[src/rtl/alu_result_skid_if.sv]
// Handshake and payload bundle between the ALU and the result skid buffer.
// The slave view belongs to the buffer; the master view drives it.
interface alu_result_skid_if;
    logic        in_valid;
    logic        in_ready;
    logic [63:0] in_result;
    logic [4:0]  in_rd;
    logic        in_regwrite;
    logic        in_setflags;
    logic [3:0]  in_flags;
    logic        out_valid;
    logic        out_ready;
    logic [63:0] out_result;
    logic [4:0]  out_rd;
    logic        out_regwrite;
    logic [3:0]  flags;

    modport slave (
        input  in_valid, in_result, in_rd, in_regwrite, in_setflags, in_flags, out_ready,
        output in_ready, out_valid, out_result, out_rd, out_regwrite, flags
    );

    modport master (
        output in_valid, in_result, in_rd, in_regwrite, in_setflags, in_flags, out_ready,
        input  in_ready, out_valid, out_result, out_rd, out_regwrite, flags
    );
endinterface

[src/rtl/alu_result_skid.sv]
// Two-entry in-order result buffer (head + skid) between the ALU and writeback.
// in_ready is registered so the upstream never sees a path from out_ready.
module alu_result_skid (
    input  logic               clk,
    input  logic               reset,
    alu_result_skid_if.slave   bus
);
    typedef enum logic [1:0] {
        EMPTY = 2'd0,
        ONE   = 2'd1,
        TWO   = 2'd2
    } state_t;

    state_t      state_reg, state_next;
    logic        in_ready_reg;
    logic [3:0]  flags_reg;

    logic [63:0] head_result_reg, skid_result_reg;
    logic [4:0]  head_rd_reg, skid_rd_reg;
    logic        head_regwrite_reg, skid_regwrite_reg;

    logic        in_xfer, out_xfer;
    logic        head_load_in, head_load_skid, skid_load;
    logic        entry_regwrite;

    // Writes to XZR are dropped at capture time so downstream never sees them.
    assign entry_regwrite = bus.in_regwrite && (bus.in_rd != 5'd31);
    assign in_xfer        = bus.in_valid && in_ready_reg;
    assign out_xfer       = (state_reg != EMPTY) && bus.out_ready;

    always_comb begin
        state_next     = state_reg;
        head_load_in   = 1'b0;
        head_load_skid = 1'b0;
        skid_load      = 1'b0;
        case (state_reg)
            EMPTY: begin
                if (in_xfer) begin
                    state_next   = ONE;
                    head_load_in = 1'b1;
                end
            end
            ONE: begin
                if (in_xfer && out_xfer) begin
                    head_load_in = 1'b1;
                end else if (in_xfer) begin
                    state_next = TWO;
                    skid_load  = 1'b1;
                end else if (out_xfer) begin
                    state_next = EMPTY;
                end
            end
            TWO: begin
                // in_ready is low here, so only the drain side can move.
                if (out_xfer) begin
                    state_next     = ONE;
                    head_load_skid = 1'b1;
                end
            end
            default: state_next = EMPTY;
        endcase
    end

    always_ff @(posedge clk or posedge reset) begin
        if (reset) begin
            state_reg    <= EMPTY;
            in_ready_reg <= 1'b0;
            flags_reg    <= 4'b0000;
        end else begin
            state_reg    <= state_next;
            in_ready_reg <= (state_next != TWO);
            if (in_xfer && bus.in_setflags) begin
                flags_reg <= bus.in_flags;
            end
        end
    end

    // Payload needs no reset: out_regwrite is qualified by out_valid below.
    always_ff @(posedge clk) begin
        if (head_load_in) begin
            head_result_reg   <= bus.in_result;
            head_rd_reg       <= bus.in_rd;
            head_regwrite_reg <= entry_regwrite;
        end else if (head_load_skid) begin
            head_result_reg   <= skid_result_reg;
            head_rd_reg       <= skid_rd_reg;
            head_regwrite_reg <= skid_regwrite_reg;
        end
        if (skid_load) begin
            skid_result_reg   <= bus.in_result;
            skid_rd_reg       <= bus.in_rd;
            skid_regwrite_reg <= entry_regwrite;
        end
    end

    assign bus.in_ready     = in_ready_reg;
    assign bus.out_valid    = (state_reg != EMPTY);
    assign bus.out_result   = head_result_reg;
    assign bus.out_rd       = head_rd_reg;
    assign bus.out_regwrite = head_regwrite_reg && (state_reg != EMPTY);
    assign bus.flags        = flags_reg;
endmodule

[src/flat_wrapper.sv]
// flat-port wrapper written by rule: the top's interface ports become plain ports
module alu_result_skid_flat 
  (clk, reset, bus_in_valid, bus_in_result, bus_in_rd, bus_in_regwrite, bus_in_setflags, bus_in_flags, bus_out_ready, bus_in_ready, bus_out_valid, bus_out_result, bus_out_rd, bus_out_regwrite, bus_flags);
  alu_result_skid_if bus_i ();
  input  logic clk;
  input  logic reset;
  input wire logic [$bits(bus_i.in_valid)-1:0] bus_in_valid;
  input wire logic [$bits(bus_i.in_result)-1:0] bus_in_result;
  input wire logic [$bits(bus_i.in_rd)-1:0] bus_in_rd;
  input wire logic [$bits(bus_i.in_regwrite)-1:0] bus_in_regwrite;
  input wire logic [$bits(bus_i.in_setflags)-1:0] bus_in_setflags;
  input wire logic [$bits(bus_i.in_flags)-1:0] bus_in_flags;
  input wire logic [$bits(bus_i.out_ready)-1:0] bus_out_ready;
  output wire logic [$bits(bus_i.in_ready)-1:0] bus_in_ready;
  output wire logic [$bits(bus_i.out_valid)-1:0] bus_out_valid;
  output wire logic [$bits(bus_i.out_result)-1:0] bus_out_result;
  output wire logic [$bits(bus_i.out_rd)-1:0] bus_out_rd;
  output wire logic [$bits(bus_i.out_regwrite)-1:0] bus_out_regwrite;
  output wire logic [$bits(bus_i.flags)-1:0] bus_flags;
  assign bus_i.in_valid = bus_in_valid;
  assign bus_i.in_result = bus_in_result;
  assign bus_i.in_rd = bus_in_rd;
  assign bus_i.in_regwrite = bus_in_regwrite;
  assign bus_i.in_setflags = bus_in_setflags;
  assign bus_i.in_flags = bus_in_flags;
  assign bus_i.out_ready = bus_out_ready;
  assign bus_in_ready = bus_i.in_ready;
  assign bus_out_valid = bus_i.out_valid;
  assign bus_out_result = bus_i.out_result;
  assign bus_out_rd = bus_i.out_rd;
  assign bus_out_regwrite = bus_i.out_regwrite;
  assign bus_flags = bus_i.flags;
  alu_result_skid u_core (.clk(clk), .reset(reset), .bus(bus_i));
endmodule
[config.mk]
export PLATFORM = sky130hd
export DESIGN_NAME = alu_result_skid_flat
export DESIGN_NICKNAME = d
export VERILOG_FILES = /design/src/rtl/alu_result_skid_if.sv /design/src/rtl/alu_result_skid.sv /design/src/flat_wrapper.sv
export SDC_FILE = /design/constraint.sdc
export NUM_CORES = 1
export LEC_CHECK = 0
export CAP_MARGIN = 10
export CELL_PAD_IN_SITES_DETAIL_PLACEMENT = 0
export CELL_PAD_IN_SITES_GLOBAL_PLACEMENT = 2
export CORE_UTILIZATION = 32
export CTS_BUF_LIST = sky130_fd_sc_hd__clkbuf_4
export CTS_CLUSTER_DIAMETER = 100
export CTS_CLUSTER_SIZE = 40
export DETAILED_ROUTE_END_ITERATION = 8
export PLACE_DENSITY_LB_ADDON = 0.2
export SYNTH_ARGS = -nofsm -noshare
export SYNTH_HDL_FRONTEND = slang
export SYNTH_SLANG_ARGS = --single-unit
[constraint.sdc]
create_clock -name clk -period 2.91 [get_ports clk]
set_input_delay 0.291 -clock clk [delete_from_list [all_inputs] [get_ports clk]]
set_output_delay 0.291 -clock clk [all_outputs]
set_load 0.03 [all_outputs]
==> results.ini <==
[setup_path]
r2r_end = u_core.bus.out_result[45]$_DFFE_PP_
worstPathArrival_ns = 2.08
crit_family = buffers and inverters
path_max_fanout = 6
reg2reg_depth = 4
r2r_slack_ns = 0.92
max_stage_delay_ns = 0.60
path_buf_inv = 1
required_ns = 2.62
cp-end-kind = output pin
critPathKind = reg2out
crit_chain = or2_2 > and2_1 > clkdlybuf4s50_1
worstReg2RegStart = u_core.state_reg[0]$_DFF_PP0_
startpoint_type = flip-flop
cpMaxStageDelayCell = clkdlybuf4s50_1

[timing]
rsz0062_at_grt = false
timing.hold.ws_ns = 0.332
slew_headroom_pct = 63.3
setup_viol = 0
max_freq_ghz = 0.421
hold_viol_final = 0
min_period_ns = 2.38
worstMarginPinSlew_ns = 0.551
fin_crit_sh_pct = 81.6
fin_skew_ns = 0.0177
slew_violations = 0
fin_ws_ns = 0.535
final.setup.tns_ns = 0

[yosys]
ys_ff_latch = 147
syn_area_sq_mm = 0.00539
synth_fp_nets = 327
ys_types = 19
synth_warnings = 0
yosysSeqAreaShare_pct = 81.2
postSynthCellCount = 248
syn_area_per_cell_sq_um = 21.7

[power_and_ir_drop]
vdd.ir_drop.worst_uv = 293
power_density_mw_per_mm2 = 797
leakage_uw = 0.00255

[cts]
post_cts_buffers = 0
clk_pin_slew_ns = 0.14
htree_levels = 4
numCtsBuffers = 17
cts_root_buf = clkbuf_4
clock_sinks = 147
cts_tree = done
clockBufferDepth = 2
insertion_delay_ns = 0.53

[floorplan]
num_rows = 47
fp.dieH_um = 132
die_area_sq_mm = 0.0174
coreArea_sq_mm = 0.0165
die_w_um = 132
ioPinCount = 155
start_util_pct = 32.6

[finish]
areaGrowthSynthToFinish_pct = 40.3
finalInstanceArea_sq_mm = 0.00757
layout.nets = 501
drive_gt1_share_pct = 25.7

[worst_hold_path]
holdPathStages = 1
hold_path_end = u_core.skid_result_reg[12]$_DFFE_PP_
worstHoldPathType = in2reg
hold_start = bus_in_result[12]

[status]
outcome = finished clean

[global_route]
overflow = 0
antenna_found_initial = 1
first_global_vias = 2906
grt_pass1_wl_mm = 16.8
grt_usage_pct = 13.0
grt_start_max_net_pins = 39

[detailed_routing]
firstDrtPassIters = 4
vias = 2866
vias_per_cell = 4.37
drtIter0Drc = 146
drtAntennaViolNets = 0
drt-wirelength-per-cell_um = 16.3
drt_wl_total_mm = 10.7
drcViolationCount = 0

[placement]
gp_congestion = 0.683
pre_cts_ws_ns = 0.503
hpwl_mm = 6.89
portBuffers = 154
dpl_cell_area_sq_mm = 0.00725

[job]
cap_viol_max_count = 0

power breakdown:
part	leakage [uW]	switching (uW)	internal (uW)	total (uW)
Clock	0.000169	757	618	1380
Combinational	0.000992	992	776	1770
Sequential	0.00139	102	2790	2890
cells by family after synthesis:
family / share of synthesized area [%]
DFF: 81.2
muxes: 15.6
and+or+nand+nor: 1.55
buffers and inverters: 1.04
AOI/OAI and AO/OA: 0.580
what timing repair did:
| item | 4_1_cts | 5_1_grt |
|---|---|---|
| hold buffers | 1 | 0 |
| hold endpoints to repair | 7 | 0 |
| resized for setup | 0 | 0 |
| setup endpoints to repair | 0 | 0 |
layer usage:
layer  up-vias  track usage [%]  part of all wire [%]
met4         0             6.78                   2.2
li1       1332                -                     -
met3        15             4.50                   4.8
met5         -                0                     0
met1      1420             17.2                    47
met2        99             18.9                    46
cell usage in the layout (no fill, tap or decap), types with 2 or more instances in the layout:
master           instances
clkinv_4                 3
buf_4                    5
clkdlybuf4s50_1        154
nand2_1                  2
buf_12                   2
edfxtp_1               140
mux2_2                  68
dfrtp_1                  7
bufinv_16                3
inv_6                    3
nand3_1                  2
a21oi_1                  2
clkbuf_4                18
or2_2                    2
clkinv_2                 3
nor2b_1                  2
mux2_1                   6
cell usage after synthesis, drive strengths merged:
cell type    n  area (sq um)
a21oi        2          10.0
inv          1          3.75
nand3        2          10.0
mux2i        1          10.0
dfrtp        7           175
nand2        2          7.51
nor2b        2          12.5
a21o         1          7.51
and3b        1          8.76
or2          2          12.5
nor2         1          3.75
and2         2          12.5
o21a         1          7.51
buf          7          52.6
nor3         1          16.3
o22ai        1          6.26
edfxtp     140          4200
mux2        74           833
how the worst max path moves through the flow:
| stage | cells past startpoint | start | end |
|---|---|---|---|
| after floorplan | 2 | u_core.bus.in_ready$_DFF_PP0_ | u_core.skid_rd_reg[0]$_DFFE_PP_ |
| after global placement | 5 | bus_out_ready | u_core.bus.out_result[45]$_DFFE_PP_ |
| after detailed placement | 5 | bus_out_ready | u_core.bus.out_result[50]$_DFFE_PP_ |
| after CTS | 3 | u_core.state_reg[1]$_DFF_PP0_ | bus_out_regwrite |
| after global routing | 3 | u_core.state_reg[1]$_DFF_PP0_ | bus_out_regwrite |
| final | 3 | u_core.state_reg[1]$_DFF_PP0_ | bus_out_regwrite |
worst register-to-register path, cell delays in order, from the launching register on:
cell,delay (ns)
dfrtp_1,0.44
nor2b_1,0.20
nor3_4,0.23
buf_4,0.47
mux2_2,0.42
metrics by stage:
stage	power, uW	std cells	util (%)
final	6030	656	45.8
after global routing	6310	656	45.8
after CTS	6150	655	45.8
after detailed placement	4740	622	43.8
after global placement	4730	622	43.8
after floorplan	3970	248	-
cell type report:
class	count	area [sq um]
timing repair buffer	162	1630
multi-input combinational	93	968
antenna	1	2.50
clock buffer	18	135
clock inverter	14	176
fill	1485	8950
tap	220	275
inverter	1	3.75
sequential	147	4380
Power figures use the tool's default switching activity.
